==> config.mk <==
export PLATFORM = sky130hd
export DESIGN_NAME = tap_pattern_player
export DESIGN_NICKNAME = d
export VERILOG_FILES = /design/src/rtl/tap_pattern_player.sv
export SDC_FILE = /design/constraint.sdc
export NUM_CORES = 1
export LEC_CHECK = 0
export BUFFER_PORTS_ARGS = -buffer_cell sky130_fd_sc_hd__buf_4
export CAP_MARGIN = 15
export CORE_MARGIN = 2
export CORE_UTILIZATION = 57
export DETAILED_ROUTE_END_ITERATION = 8
export PLACE_DENSITY = 0.78
export SYNTH_ARGS = -nofsm -noshare
export SYNTH_HDL_FRONTEND = slang
export SYNTH_SLANG_ARGS = --single-unit
==> constraint.sdc <==
create_clock -name clk -period 2.3 [get_ports clk]
set_clock_uncertainty 0.1 [all_clocks]
set_input_delay 0.46 -clock clk [delete_from_list [all_inputs] [get_ports clk]]
set_output_delay 0.46 -clock clk [all_outputs]
set_load 0.05 [all_outputs]
==> src/rtl/tap_pattern_player.sv <==
// Plays a latched tap count back as a train of LED pulses, followed by a quiet
// trailing window and a one-cycle done strobe.
module tap_pattern_player #(
  parameter int ON_CYCLES    = 12_500_000,
  parameter int OFF_CYCLES   = 12_500_000,
  parameter int TRAIL_CYCLES = 50_000_000,
  parameter int COUNT_WIDTH  = 8
) (
  input  logic                   clk,
  input  logic                   rst_n,
  input  logic                   start,
  input  logic [COUNT_WIDTH-1:0] count_in,
  input  logic                   abort,
  output logic                   led,
  output logic                   busy,
  output logic [COUNT_WIDTH-1:0] pulses_left,
  output logic                   done
);

  localparam int MAX_ON_OFF = (ON_CYCLES > OFF_CYCLES) ? ON_CYCLES : OFF_CYCLES;
  localparam int MAX_CYCLES = (MAX_ON_OFF > TRAIL_CYCLES) ? MAX_ON_OFF : TRAIL_CYCLES;
  localparam int TW         = $clog2(MAX_CYCLES) + 1;

  localparam logic [TW-1:0] ON_LAST    = TW'(ON_CYCLES - 1);
  localparam logic [TW-1:0] OFF_LAST   = TW'(OFF_CYCLES - 1);
  localparam logic [TW-1:0] TRAIL_LAST = TW'(TRAIL_CYCLES - 1);

  typedef enum logic [1:0] {
    S_IDLE,
    S_ON,
    S_OFF,
    S_TRAIL
  } state_t;

  state_t                 state_q, state_d;
  logic [TW-1:0]          timer_q, timer_d;
  logic [COUNT_WIDTH-1:0] pulses_q, pulses_d;
  logic                   led_q, led_d;
  logic                   done_q, done_d;

  always_ff @(posedge clk or negedge rst_n) begin
    if (!rst_n) begin
      state_q  <= S_IDLE;
      timer_q  <= '0;
      pulses_q <= '0;
      led_q    <= 1'b0;
      done_q   <= 1'b0;
    end else begin
      state_q  <= state_d;
      timer_q  <= timer_d;
      pulses_q <= pulses_d;
      led_q    <= led_d;
      done_q   <= done_d;
    end
  end

  // Every state change clears the timer; abort outranks any timer expiry.
  always_comb begin
    state_d  = state_q;
    timer_d  = timer_q + TW'(1);
    pulses_d = pulses_q;
    led_d    = led_q;
    done_d   = 1'b0;

    unique case (state_q)
      S_IDLE: begin
        timer_d = '0;
        led_d   = 1'b0;
        if (start) begin
          if (count_in != '0) begin
            state_d  = S_ON;
            pulses_d = count_in;
            led_d    = 1'b1;
          end else begin
            done_d = 1'b1;
          end
        end
      end
      S_ON: begin
        if (abort) begin
          state_d  = S_IDLE;
          timer_d  = '0;
          pulses_d = '0;
          led_d    = 1'b0;
        end else if (timer_q == ON_LAST) begin
          timer_d  = '0;
          led_d    = 1'b0;
          pulses_d = pulses_q - COUNT_WIDTH'(1);
          state_d  = (pulses_q == COUNT_WIDTH'(1)) ? S_TRAIL : S_OFF;
        end
      end
      S_OFF: begin
        if (abort) begin
          state_d  = S_IDLE;
          timer_d  = '0;
          pulses_d = '0;
          led_d    = 1'b0;
        end else if (timer_q == OFF_LAST) begin
          timer_d = '0;
          led_d   = 1'b1;
          state_d = S_ON;
        end
      end
      S_TRAIL: begin
        if (abort) begin
          state_d  = S_IDLE;
          timer_d  = '0;
          pulses_d = '0;
          led_d    = 1'b0;
        end else if (timer_q == TRAIL_LAST) begin
          timer_d = '0;
          done_d  = 1'b1;
          state_d = S_IDLE;
        end
      end
      default: begin
        state_d  = S_IDLE;
        timer_d  = '0;
        pulses_d = '0;
        led_d    = 1'b0;
      end
    endcase
  end

  assign led         = led_q;
  assign busy        = (state_q != S_IDLE);
  assign pulses_left = pulses_q;
  assign done        = done_q;

endmodule

==> results.py <==
metrics = {
    "logic_synthesis": {
        "yosys.area.top_type": "dfrtp_1",
        "syn_inst": 248,
        "ys_types": 42,
        "synth_fp_nets": 268,
        "synth_top_area_frac": 0.419,
        "synthArstFlopShare": 1.00,
        "synth_edf_count": 0,
        "synth_seq_area_share": 0.419,
        "syn_area_mm2": 0.00233,
        "synth.area.top_cells": "dfrtp_1 42%, nor2_1 6.3%, xor2_1 5.3%, ha_1 4.3%, xnor2_1 3.8%",
        "postSynthAreaPerCell_um2": 9.40,
        "yosysWarningCount": 0,
        "synth_commonest_cells": "39 x dfrtp_1, 39 x nor2_1, 14 x nand3_1, 14 x xor2_1",
        "synth_ff_type": "dfrtp_1",
        "ys_seq_elements": 39,
    },
    "drt": {
        "drt-initial-drc-count": 163,
        "vias_per_cell": 5.92,
        "vias": 1930,
        "postRouteAntennaNets": 0,
        "totalWireLength_um": 4940,
        "drc_errors": 0,
        "firstDrtPassIters": 4,
        "drt-wirelength-per-cell_um": 15.2,
    },
    "critical_path": {
        "path_cells": "ha_1 -> and3_1 -> nand4_1 -> o21a_1 -> a2111oi_0 -> a21oi_1",
        "cp_num_buf_inv": 0,
        "worstSetupStartpointType": "register",
        "critPathKind": "register to register",
        "worstPathArrival_ns": 2.10,
        "worstPathRequired_ns": 2.35,
        "end_kind": "register",
        "crit_family": "compound AO/OA/AOI/OAI gates",
        "cpMaxStageDelayCell": "a2111oi_0",
        "worstPathMaxFanout": 7,
        "slowest_delay_ns": 0.43,
    },
    "layout": {
        "syn_to_final_growth_pct": 14.5,
        "layout.nets": 295,
        "stdcell_count": 326,
        "diodes": 0,
        "drive_gt1_frac": 0.167,
    },
    "sta": {
        "min_period_ns": 2.05,
        "timing.final.ws_setup_ns": 0.251,
        "worst_hold_slack_ns": 0.0352,
        "fin_crit_sh": 0.891,
        "tightest_slew_ns": 0.485,
        "slew_violations": 0,
        "rsz0062_at_grt": "no",
        "slew_headroom": 0.676,
        "max_freq_mhz": 488,
        "fin_tns_setup_ns": 0,
        "setup_violations": 0,
        "hold_viol": 0,
    },
    "job": {
        "cap_violations": 0,
    },
    "clock_tree": {
        "clkTransAtPathRegs_ns": 0.08,
        "cts_buffers": 5,
        "cts_sinks": 39,
        "cts_resized": 0,
        "htreeDepth": 2,
        "cts_root_buf": "clkbuf_8",
        "cts_hold_buf": 0,
        "cts_setup_buffers": 0,
        "clkLatencyLatePin_ns": 0.28,
        "clk_path_buf_depth": 2,
        "cts_tree": "yes",
    },
    "global_routing": {
        "grt_pass1_vias": 1786,
        "grt-ovfl-total": 0,
        "grt_max_degree": 40,
        "antenna_found_initial": 0,
        "grt_busiest_layer": "met2",
        "met3_usage": 0.0461,
        "grt_util_met2": 0.373,
        "track_usage": 0.229,
        "use_met1": 0.306,
        "grt_pass1_wl_um": 8070,
    },
    "die": {
        "coreArea_mm2": 0.00397,
        "initial_utilization": 0.587,
        "ioPinCount": 23,
        "die-width_um": 68.0,
        "die_h_um": 68.0,
        "fp-row-count": 23,
        "die-area_mm2": 0.00462,
    },
    "power": {
        "power.density_mw_per_mm2": 968,
        "p_leak_uw": 0.00115,
        "vdd_drop_max_uv": 680,
    },
    "placed_design": {
        "io_buffers": 22,
        "pre_cts_ws_ns": 0.162,
        "numPlacedInstances": 318,
        "post-dp-hpwl_um": 3590,
        "gp_congestion": 0.939,
    },
    "status": {
        "status": "finished clean",
    },
    "hold_path": {
        "worstHoldPathType": "input port to async pin",
    },
}
==> where the power goes <==
part	leakage, µW	switching, µW	internal (µW)
Sequential	0.000530	103	781
Clock	0.0000515	225	274
Combinational	0.000568	779	423
==> area by class of cell <==
cell class              count  area, µm²
multi-input cells         189       1260
flip-flops and latches     39        976
repair buffers             30        238
inverters                  10       37.5
fillers                   310       1300
well taps                  50       62.6
clock buffers               8        100
==> cells in the final DEF, fill, tap and decap left out, types with 2 or more instances in the layout <==
master,n
nor4_1,5
a21oi_1,8
nand4_1,9
xor2_1,14
ha_1,8
nand2_1,10
nor3_1,6
and4_1,3
nor2_1,39
o31ai_1,7
buf_4,29
and2_1,3
o21ai_0,3
nor2b_1,3
clkbuf_8,7
and4bb_2,2
a32oi_1,3
nand2b_1,2
dfrtp_1,39
nand3_4,2
nand3_1,14
and3_1,8
o21ai_1,7
xnor2_1,10
inv_1,10
a31oi_1,3
or4_1,3
a22oi_1,3
mux2_2,2
nor4_4,2
==> sequential cells by signal (all words and copies together) (netlist names) <==
register     count
state_q          2
pulses_left      8
timer_q         27
done             1
led              1
==> stage by stage <==
| step | total power, µW | cell area (µm²) | utilization |
|---|---|---|---|
| finish | 2580 | 2670 | 0.672 |
| global route | 2760 | 2670 | 0.672 |
| CTS | 2600 | 2670 | 0.672 |
| detailed placement | 2090 | 2570 | 0.647 |
| global placement | 2080 | 2570 | 0.647 |
| floorplan | 1740 | 2330 | - |
==> cells by family (layout without fill, tap and decap cells) <==
group | Yosys count | after routing | share of synthesized area
adders and majority gates | 8 | 8 | 0.0429
xor gates and xnor gates | 24 | 24 | 0.0902
muxes | 3 | 3 | 0.0140
and+or+nand+nor | 114 | 114 | 0.279
AOI/OAI and AO/OA | 40 | 40 | 0.113
buffers and inverters | 20 | 48 | 0.0429
DFF | 39 | 39 | 0.419
==> metal layers <==
| layer | up-vias | wire length [µm] |
|---|---|---|
| met5 | - | 0 |
| met4 | 0 | 54 |
| met3 | 6 | 217 |
| met2 | 49 | 2390 |
| met1 | 935 | 2280 |
| li1 | 940 | - |
==> path summary, 6_finish.rpt <==
path	from	endpoint	slack (ns)	depth (start not counted)
min in group clk	count_in[5]	pulses_left[5]	0.36	3
worst max register to register	timer_q[0]	pulses_left[1]	0.25	6
worst min-delay path	rst_n	timer_q[20]	0.04	1
worst min register to register	timer_q[0]	timer_q[0]	0.40	1
worst max-delay path	timer_q[0]	pulses_left[1]	0.25	6
max in group asynchronous	rst_n	timer_q[6]	1.72	1
(Power assumes the default switching activity.)
